[config.mk]
export PLATFORM = sky130hd
export DESIGN_NAME = fb_hazard_scoreboard
export DESIGN_NICKNAME = d
export VERILOG_FILES = /design/src/rtl/fb_defines.sv /design/src/rtl/fb_fwd_select.sv /design/src/rtl/fb_hazard_scoreboard.sv
export SDC_FILE = /design/constraint.sdc
export NUM_CORES = 1
export LEC_CHECK = 0
export BUFFER_PORTS_ARGS = -buffer_cell sky130_fd_sc_hd__buf_2
export CELL_PAD_IN_SITES_DETAIL_PLACEMENT = 1
export CELL_PAD_IN_SITES_GLOBAL_PLACEMENT = 1
export CORE_MARGIN = 4
export CORE_UTILIZATION = 41
export CTS_CLUSTER_SIZE = 12
export DETAILED_ROUTE_END_ITERATION = 6
export PLACE_DENSITY = 0.9
export SLEW_MARGIN = 30
export SYNTH_ARGS = -nofsm -noshare
export SYNTH_HDL_FRONTEND = slang
export SYNTH_SLANG_ARGS = --single-unit
[constraint.sdc]
create_clock -name clk -period 11.4 [get_ports clk]
set_input_delay 2.28 -clock clk [delete_from_list [all_inputs] [get_ports clk]]
set_output_delay 2.28 -clock clk [all_outputs]
set_load 0.01 [all_outputs]
[src/rtl/fb_defines.sv]
// rtl/fb_defines.sv - shared constants for the Firebird hazard unit
package fb_defines;

   localparam int REG_AW = 5;
   localparam int X0     = 0;
   localparam int FWD_RF = 0;

endpackage

[src/rtl/fb_fwd_select.sv]
// rtl/fb_fwd_select.sv - priority bypass select for one EX source operand
import fb_defines::*;

module fb_fwd_select #(
   parameter int NUM_FWD = 2,
   parameter int REG_AW  = fb_defines::REG_AW,
   parameter int SEL_W   = $clog2(NUM_FWD + 1)
) (
   input  logic [REG_AW-1:0]         rs_addr_i,
   input  logic [NUM_FWD-1:0]        fwd_regwrite_i,
   input  logic [NUM_FWD*REG_AW-1:0] fwd_rd_i,
   output logic [SEL_W-1:0]          sel_o
);

   // Walk oldest to youngest so the youngest matching stage wins.
   always_comb begin
      sel_o = SEL_W'(FWD_RF);
      for (int k = NUM_FWD - 1; k >= 0; k--) begin
         if (fwd_regwrite_i[k]
             && (fwd_rd_i[k*REG_AW +: REG_AW] != REG_AW'(X0))
             && (fwd_rd_i[k*REG_AW +: REG_AW] == rs_addr_i)) begin
            sel_o = SEL_W'(k + 1);
         end
      end
   end

endmodule

[src/rtl/fb_hazard_scoreboard.sv]
// rtl/fb_hazard_scoreboard.sv - forwarding, load-use and long-latency scoreboard hazard unit
import fb_defines::*;

module fb_hazard_scoreboard #(
   parameter int NUM_SRC = 2,
   parameter int NUM_FWD = 2,
   parameter int REG_AW  = fb_defines::REG_AW,
   parameter int MAX_OUT = 4,
   parameter int SEL_W   = $clog2(NUM_FWD + 1),
   parameter int CNT_W   = 32
) (
   input  logic                            clk,
   input  logic                            rst,
   input  logic                            id_valid,
   input  logic [NUM_SRC*REG_AW-1:0]       id_rs_addr,
   input  logic [NUM_SRC-1:0]              id_rs_used,
   input  logic [REG_AW-1:0]               id_rd,
   input  logic                            id_regwrite,
   input  logic                            id_is_long,
   input  logic                            ex_valid,
   input  logic                            ex_memread,
   input  logic                            ex_regwrite,
   input  logic [REG_AW-1:0]               ex_rd,
   input  logic [NUM_SRC*REG_AW-1:0]       ex_rs_addr,
   input  logic [NUM_FWD-1:0]              fwd_regwrite,
   input  logic [NUM_FWD*REG_AW-1:0]       fwd_rd,
   input  logic                            long_wb_valid,
   input  logic [REG_AW-1:0]               long_wb_rd,
   input  logic                            pipe_hold,
   input  logic                            flush,
   output logic [NUM_SRC*SEL_W-1:0]        fwd_sel,
   output logic                            stall,
   output logic                            bubble,
   output logic [(2**REG_AW)-1:0]          sb_pending,
   output logic [$clog2(MAX_OUT+1)-1:0]    outstanding,
   output logic                            sb_err,
   output logic [CNT_W-1:0]                stall_count
);

   localparam int NREG  = 2 ** REG_AW;
   localparam int OUT_W = $clog2(MAX_OUT + 1);

   logic [NREG-1:0]  sb_pending_q, sb_pending_d;
   logic [OUT_W-1:0] outstanding_q, outstanding_d;
   logic             sb_err_q, sb_err_d;
   logic [CNT_W-1:0] stall_count_q, stall_count_d;

   logic             wb_hit;
   logic [NREG-1:0]  wb_mask;
   logic [NREG-1:0]  eff_pending;
   logic             lu_match;
   logic             load_use;
   logic             raw_haz;
   logic             waw_haz;
   logic             full_haz;
   logic             stall_c;
   logic             issue;

   for (genvar i = 0; i < NUM_SRC; i++) begin : g_fwd
      fb_fwd_select #(
         .NUM_FWD (NUM_FWD),
         .REG_AW  (REG_AW),
         .SEL_W   (SEL_W)
      ) u_fwd_select (
         .rs_addr_i      (ex_rs_addr[i*REG_AW +: REG_AW]),
         .fwd_regwrite_i (fwd_regwrite),
         .fwd_rd_i       (fwd_rd),
         .sel_o          (fwd_sel[i*SEL_W +: SEL_W])
      );
   end

   // A writeback only counts when it retires a pending register; the RF is
   // write-first, so the retiring register is already readable this cycle.
   always_comb begin
      wb_hit  = long_wb_valid && (long_wb_rd != REG_AW'(X0)) && sb_pending_q[long_wb_rd];
      wb_mask = '0;
      if (wb_hit) begin
         wb_mask[long_wb_rd] = 1'b1;
      end
      eff_pending = sb_pending_q & ~wb_mask;
   end

   always_comb begin
      lu_match = 1'b0;
      raw_haz  = 1'b0;
      for (int i = 0; i < NUM_SRC; i++) begin
         if (id_rs_used[i]) begin
            if (id_rs_addr[i*REG_AW +: REG_AW] == ex_rd) begin
               lu_match = 1'b1;
            end
            if (eff_pending[id_rs_addr[i*REG_AW +: REG_AW]]) begin
               raw_haz = 1'b1;
            end
         end
      end
      load_use = id_valid && ex_valid && ex_memread && ex_regwrite
                 && (ex_rd != REG_AW'(X0)) && lu_match;
      waw_haz  = id_regwrite && (id_rd != REG_AW'(X0)) && eff_pending[id_rd];
      full_haz = id_is_long && (outstanding_q == OUT_W'(MAX_OUT)) && !wb_hit;
      stall_c  = id_valid && !flush && (load_use || raw_haz || waw_haz || full_haz);
      issue    = id_valid && !stall_c && !pipe_hold && !flush && id_is_long
                 && id_regwrite && (id_rd != REG_AW'(X0));
   end

   // Clear before set: a retire and a re-issue of one register leave it pending.
   always_comb begin
      sb_pending_d = sb_pending_q & ~wb_mask;
      if (issue) begin
         sb_pending_d[id_rd] = 1'b1;
      end
      outstanding_d = outstanding_q + OUT_W'(issue) - OUT_W'(wb_hit);
      sb_err_d      = sb_err_q | (long_wb_valid && !wb_hit);
      stall_count_d = stall_count_q;
      if (stall_c && (stall_count_q != {CNT_W{1'b1}})) begin
         stall_count_d = stall_count_q + CNT_W'(1);
      end
   end

   always_ff @(posedge clk) begin
      if (rst) begin
         sb_pending_q  <= '0;
         outstanding_q <= '0;
         sb_err_q      <= 1'b0;
         stall_count_q <= '0;
      end else begin
         sb_pending_q  <= sb_pending_d;
         outstanding_q <= outstanding_d;
         sb_err_q      <= sb_err_d;
         stall_count_q <= stall_count_d;
      end
   end

   assign stall       = stall_c;
   assign bubble      = stall_c;
   assign sb_pending  = sb_pending_q;
   assign outstanding = outstanding_q;
   assign sb_err      = sb_err_q;
   assign stall_count = stall_count_q;

endmodule

# Word level (Yosys, flattened, before mapping)
# Cells that the tools add are included.
[word_totals]
input_bits = 60
elab_cells = 92
regBits = 68
[op_classes]
reduce_logical = 41
muxes = 26
bitwise = 4
n_eq_ne = 8
n_lt_le_gt_ge = 6
add_sub_neg = 3
[ops]
columns = ["operator", "n"]
rows = [
  ["32-bit 2-to-1 mux", 2],
  ["32-bit by 1-bit adder with 32-bit output, second input constant", 1],
  ["32-bit bitwise AND", 1],
  ["32-bit != test, second input constant", 1],
  ["32-bit inverter", 1],
  ["32-bit OR", 1],
  ["5-bit == test", 6],
  ["1-bit logical AND", 29],
  ["5-bit nonzero test", 5],
  ["5-bit by 6-bit < comparator with 1-bit output, second input constant", 4],
  ["1-bit binary-select mux with 5-bit select", 4],
  ["1-bit 2-to-1 mux", 14],
  ["1-bit demux with 5-bit select", 2],
  ["5-bit by 1-bit greater-or-equal comparator with 1-bit output, second input constant", 2],
  ["2-bit 2-to-1 mux", 4],
  ["1-bit logical NOT", 4],
  ["3-bit by 1-bit adder with 3-bit output", 1],
  ["3-bit == test, second input constant", 1],
  ["1-bit logical OR", 3],
  ["3-bit by 1-bit subtractor with 3-bit output", 1],
  ["1-bit OR", 1],
]

# Depth between registers and ports, before layout
[logic_depth]
ltp_word = 26
ltp_mapped = 25
depth_no_buf = 19

# Modules after synthesis
# A second synthesis with hierarchy kept.
[unflattened]
cells_unflattened = 793
hier_area_um2 = 6137.1
[modules_own_cells]
columns = ["mod", "cells_each", "area_per_inst_um2", "seq_area_each_um2", "instances"]
rows = [
  ["fb_hazard_scoreboard", 753, 5834.3, 1361.3, 1],
  ["fb_fwd_select", 20, 151.4, 0.0, 2],
]

# Worst setup path before layout
# Ideal clock, no wire load.
[synth_timing]
kind = "input port to output port"
start = "in long_wb_rd[1]"
end = "out stall"
required_ps = 9120
slack_ps = 3960
arrival_ps = 5160
path_stages = 16
path_cell_list = "buf_4 buf_6 mux2i_1 o32a_1 o2111ai_2 nor4b_4 buf_2 buf_6 buf_2 o211ai_1 a32oi_1 o2111ai_1 nor3_1 a2111oi_4 nor2_1 buf_4"
[synth_between]
elab_chain_len = 17
[synth_rtl]
columns = ["item", "line_no", "text"]
rows = [
  ["start: declaration", "fb_hazard_scoreboard.sv:28", "input logic [REG_AW-1:0] long_wb_rd,"],
  ["5-bit by 6-bit < comparator with 1-bit output (implied by the code) / 5-bit by 1-bit greater-or-equal comparator with 1-bit output (equally long branches)", "fb_hazard_scoreboard.sv:78", "wb_mask[long_wb_rd] = 1'b1;"],
  ["1-bit logical AND (implied by the code)", "fb_hazard_scoreboard.sv:78", ""],
  ["1-bit 2-to-1 mux (implied by the code)", "fb_hazard_scoreboard.sv:78", ""],
  ["1-bit demux with 5-bit select", "fb_hazard_scoreboard.sv:78", ""],
  ["32-bit 2-to-1 mux", "fb_hazard_scoreboard.sv:77", "if (wb_hit) begin"],
  ["32-bit inverter", "fb_hazard_scoreboard.sv:80", "eff_pending = sb_pending_q & ~wb_mask;"],
  ["32-bit bitwise AND", "fb_hazard_scoreboard.sv:80", ""],
  ["1-bit binary-select mux with 5-bit select", "fb_hazard_scoreboard.sv:91", "if (eff_pending[id_rs_addr[i*REG_AW +: REG_AW]]) begin"],
  ["1-bit 2-to-1 mux (implied by the code)", "fb_hazard_scoreboard.sv:91", ""],
  ["1-bit 2-to-1 mux", "fb_hazard_scoreboard.sv:91", ""],
  ["1-bit 2-to-1 mux", "fb_hazard_scoreboard.sv:87", "if (id_rs_used[i]) begin"],
  ["1-bit 2-to-1 mux", "fb_hazard_scoreboard.sv:91", ""],
  ["1-bit 2-to-1 mux", "fb_hazard_scoreboard.sv:87", ""],
  ["1-bit logical OR (2 in a row)", "fb_hazard_scoreboard.sv:100", "stall_c = id_valid && !flush && (load_use || raw_haz || waw_haz || full_haz);"],
  ["1-bit logical OR (*)", "fb_hazard_scoreboard.sv:100", ""],
  ["1-bit logical AND (*)", "fb_hazard_scoreboard.sv:100", ""],
  ["end: declaration", "fb_hazard_scoreboard.sv:32", "output logic stall,"],
]
# Mark *: on every way between the ends. The rest lies on a longest branch, timed or not. The select of a mux whose other input is x is not followed.

# Worst setup path after layout
[layout_timing]
start = "in long_wb_rd[1]"
end = "out bubble"
[layout_between]
elab_chain_len = 17
[layout_rtl]
columns = ["item", "line_no", "text"]
rows = [
  ["5-bit by 6-bit < comparator with 1-bit output (implied by the code) / 5-bit by 1-bit greater-or-equal comparator with 1-bit output (equally long branches)", "fb_hazard_scoreboard.sv:78", ""],
  ["1-bit logical AND (implied by the code)", "fb_hazard_scoreboard.sv:78", ""],
  ["1-bit 2-to-1 mux (implied by the code)", "fb_hazard_scoreboard.sv:78", ""],
  ["1-bit demux with 5-bit select", "fb_hazard_scoreboard.sv:78", ""],
  ["32-bit 2-to-1 mux", "fb_hazard_scoreboard.sv:77", ""],
  ["32-bit inverter", "fb_hazard_scoreboard.sv:80", ""],
  ["32-bit bitwise AND", "fb_hazard_scoreboard.sv:80", ""],
  ["1-bit binary-select mux with 5-bit select", "fb_hazard_scoreboard.sv:91", ""],
  ["1-bit 2-to-1 mux (implied by the code)", "fb_hazard_scoreboard.sv:91", ""],
  ["1-bit 2-to-1 mux", "fb_hazard_scoreboard.sv:91", ""],
  ["1-bit 2-to-1 mux", "fb_hazard_scoreboard.sv:87", ""],
  ["1-bit 2-to-1 mux", "fb_hazard_scoreboard.sv:91", ""],
  ["1-bit 2-to-1 mux", "fb_hazard_scoreboard.sv:87", ""],
  ["1-bit logical OR (2 in a row)", "fb_hazard_scoreboard.sv:100", ""],
  ["1-bit logical OR (*)", "fb_hazard_scoreboard.sv:100", ""],
  ["1-bit logical AND (*)", "fb_hazard_scoreboard.sv:100", ""],
  ["end: declaration", "fb_hazard_scoreboard.sv:33", "output logic bubble,"],
]
# Marked as above.

==> results.py <==
metrics = {
    "sta": {
        "post-route-period-util_pct": 77.31,
        "hold-worst-slack_ns": 0.4679,
        "rsz0062_at_grt": "false",
        "fin_tns_setup_ns": 0,
        "clock_skew_ns": 0.009502,
        "min_period_ns": 8.813,
        "hold_viol": 0,
        "slew-limit-headroom_pct": 36.61,
        "max_slew.worst_pin.slew_ns": 0.9508,
        "setup_viol": 0,
        "slew_violations": 0,
        "max_freq_mhz": 113.5,
    },
    "setup_path": {
        "path_cells": "buf_2 > mux2i_1 > o32a_1 > o2111ai_2 > nor4b_4 > buf_4 > o31ai_2 > nor2_1 > or4_1 > a221o_1 > a2111oi_4 > nor2_1 > buf_2",
        "critical_path.max_fanout": 43,
        "cp.required_ns": 9.12,
        "cp-start-kind": "primary input",
        "endpoint_kind": "output pin",
        "arrival_ns": 6.53,
        "rr_endpoint": "outstanding[2]",
        "slowest_delay_ns": 0.90,
        "reg2reg_depth": 20,
        "reg2reg_setup_slack_ns": 5.46,
        "crit_type": "primary input to output pin",
        "r2r_start": "sb_pending[1]",
        "cp_slowest_cell": "a2111oi_4",
    },
    "flow_run": {
        "cap_violations": 0,
    },
    "logic_synthesis": {
        "async_flop_share_pct": 0,
        "synth_flop_cell": "dfxtp_1",
        "avgSynthCellArea_sq_um": 7.898,
        "synth-seq-cells": 68,
        "synth_area_sq_um": 5441,
        "syn-num-nets": 753,
        "synthCells": 689,
        "yosysUniqueCellTypes": 74,
        "synth_edf_count": 0,
        "ys_seq_area_share_pct": 25.02,
        "yosysWarningCount": 0,
    },
    "cts": {
        "h-tree-depth": 3,
        "worstSkewPairLatency_ns": 0.34,
        "post_cts_buffers": 0,
        "clk_path_buf_depth": 2,
        "cts.clk_slew.worst_paths_ns": 0.06,
        "root_buffer": "clkbuf_16",
        "cts_buffers": 9,
        "clock-sinks": 68,
        "cts_resized": 0,
        "cts_tree": "done",
        "cts_hold_buf": 0,
    },
    "worst_hold_path": {
        "hold_start": "sb_err",
        "hold_path.class": "flip-flop to flip-flop",
        "whs_endpoint": "sb_err",
        "hold_depth": 2,
    },
    "die": {
        "design.die.area_sq_um": 15180,
        "core_area_sq_um": 12820,
        "std_cell_rows": 41,
        "dieWidth_microns": 123.2,
        "start_util_pct": 42.43,
        "die_h_microns": 123.2,
        "io-pin-count": 134,
    },
    "power": {
        "vdd_drop_max_mv": 0.05165,
        "powerDensity_nw_per_um2": 100.4,
        "p_total_mw": 0.6470,
        "cellLeakagePower_nw": 2.574,
    },
    "placement": {
        "gp_congestion": 1.054,
        "hpwl_mm": 17.57,
        "place_area_sq_um": 6112,
        "io_buffers": 133,
    },
    "detailed_routing": {
        "num_vias": 6289,
        "drtPass1Iterations": 5,
        "wire_per_inst_microns": 24.80,
        "drcViolationCount": 0,
        "postRouteWirelength_mm": 23.84,
        "routed_via_density": 6.544,
        "drt_iter0_markers": 701,
        "ant_nets": 0,
    },
    "global_route": {
        "grt_pass1_wl_mm": 36.44,
        "grt_pass1_vias": 6425,
        "grt_usage_pct": 31.38,
        "grt_max_degree": 81,
        "overflow": 0,
        "antenna_found_initial": 1,
    },
    "finish": {
        "fin_nets": 845,
        "drive_gt1_share_pct": 24.55,
        "design_area_sq_um": 6447,
        "fillers": 1633,
        "seqCellArea_sq_um": 1361,
        "area_delta_synth_final_pct": 18.49,
        "multi_input_area_sq_um": 3772,
    },
    "status": {
        "status": "complete, no violations",
    },
}
[synthesized netlist by cell type (all sizes together) (4+ instances only)]
master / instances / area share, %
nor2b: 26 / 3.0
mux2i: 21 / 3.9
or4: 9 / 1.2
o22ai: 28 / 3.2
o2bb2ai: 4 / 0.87
nor3b: 4 / 0.55
nand3: 34 / 3.4
mux4: 6 / 2.5
nand2b: 10 / 1.1
a31oi: 4 / 0.46
o21ai: 29 / 2.7
buf: 20 / 2.0
dfxtp: 68 / 25
or2: 6 / 0.69
and3: 21 / 2.4
clkbuf: 36 / 2.5
and2: 7 / 0.80
o2111ai: 10 / 1.7
o211ai: 11 / 1.5
nand4: 10 / 1.1
nor2: 64 / 4.4
a21oi: 15 / 1.4
o311ai: 11 / 1.8
mux2: 20 / 4.1
inv: 17 / 1.2
nor4: 17 / 2.0
nand2: 45 / 3.1
nor3: 18 / 1.7
xor2: 25 / 4.0
o31ai: 14 / 2.0
or3: 4 / 0.46
xnor2: 22 / 3.5
o32a: 5 / 0.92
[cell families after synthesis]
family / share of synthesized area (%)
and+or+nand+nor: 28.08
AOI/OAI and AO/OA: 22.03
buffers and inverters: 5.771
DFF: 25.02
xor gates and xnor gates: 7.565
muxes: 10.49
adders and majority gates: 1.058
[registers in the layout, indices dropped and copies added, names as in the netlist]
register / flops
outstanding: 3
sb_pending: 32
sb_err: 1
stall_count: 32
[worst max path at each step]
stage             end           from
2_1_floorplan   stall  long_wb_rd[1]
4_1_cts        bubble  long_wb_rd[1]
5_1_grt        bubble  long_wb_rd[1]
3_3_place_gp    stall  long_wb_rd[1]
3_5_place_dp   bubble  long_wb_rd[1]
6_report       bubble  long_wb_rd[1]
[critical path, delay by kind of cell]
| kind | cells | cell delay [ns] |
|---|---|---|
| AO/OA/AOI/OAI | 5 | 2.25 |
| AND/OR/NAND/NOR | 4 | 0.80 |
| buffers and inverters | 3 | 0.98 |
| multiplexers | 1 | 0.19 |
[stage by stage]
step / util (%) / instances / setup WS, ns
6_report: 50.27 / 961 / 2.587
5_1_grt: 50.21 / 958 / 2.375
4_1_cts: 50.21 / 958 / 2.685
3_5_place_dp: 47.66 / 942 / 2.654
3_3_place_gp: 47.61 / 942 / 2.862
2_1_floorplan: - / 689 / 3.960
[cell usage in the layout, fill, tap and decap left out, drive strengths merged, types with 14 or more instances in the layout]
| master | n |
|---|---|
| nor2b | 26 |
| buf | 137 |
| nor3 | 18 |
| mux2 | 20 |
| xnor2 | 22 |
| nand3 | 34 |
| o21ai | 29 |
| o31ai | 14 |
| nor2 | 64 |
| nor4 | 17 |
| nand2 | 45 |
| o22ai | 28 |
| and3 | 21 |
| mux2i | 21 |
| inv | 17 |
| xor2 | 25 |
| dfxtp | 68 |
| a21oi | 15 |
[cell type report]
| class | count | area share, % |
|---|---|---|
| multi-input combinational | 547 | 58.51 |
| sequential | 68 | 21.11 |
| timing repair buffer | 137 | 10.79 |
| clock buffer | 11 | 3.765 |
| tap | 172 | 3.338 |
| clock inverter | 5 | 1.320 |
| inverter | 18 | 1.048 |
| antenna | 3 | 0.1164 |
[routing by layer]
metal  vias to the layer above  GRT usage, %  part of all wire [%]
li1                       2769             -                     -
met1                      3012         39.86                    39
met2                       418         48.39                    44
met3                        88         7.823                    11
met4                         2         17.79                   5.3
met5                         -             0                  0.28
[power by group]
part / switching (mW) / total (mW) / internal [mW] / leakage, nW
Clock: 0.112 / 0.310 / 0.198 / 0.156
Sequential: 0.00102 / 0.239 / 0.238 / 0.548
Combinational: 0.0664 / 0.0977 / 0.0314 / 1.87
Total: 0.179 / 0.647 / 0.468 / 2.57
Power figures use the tool's default switching activity.
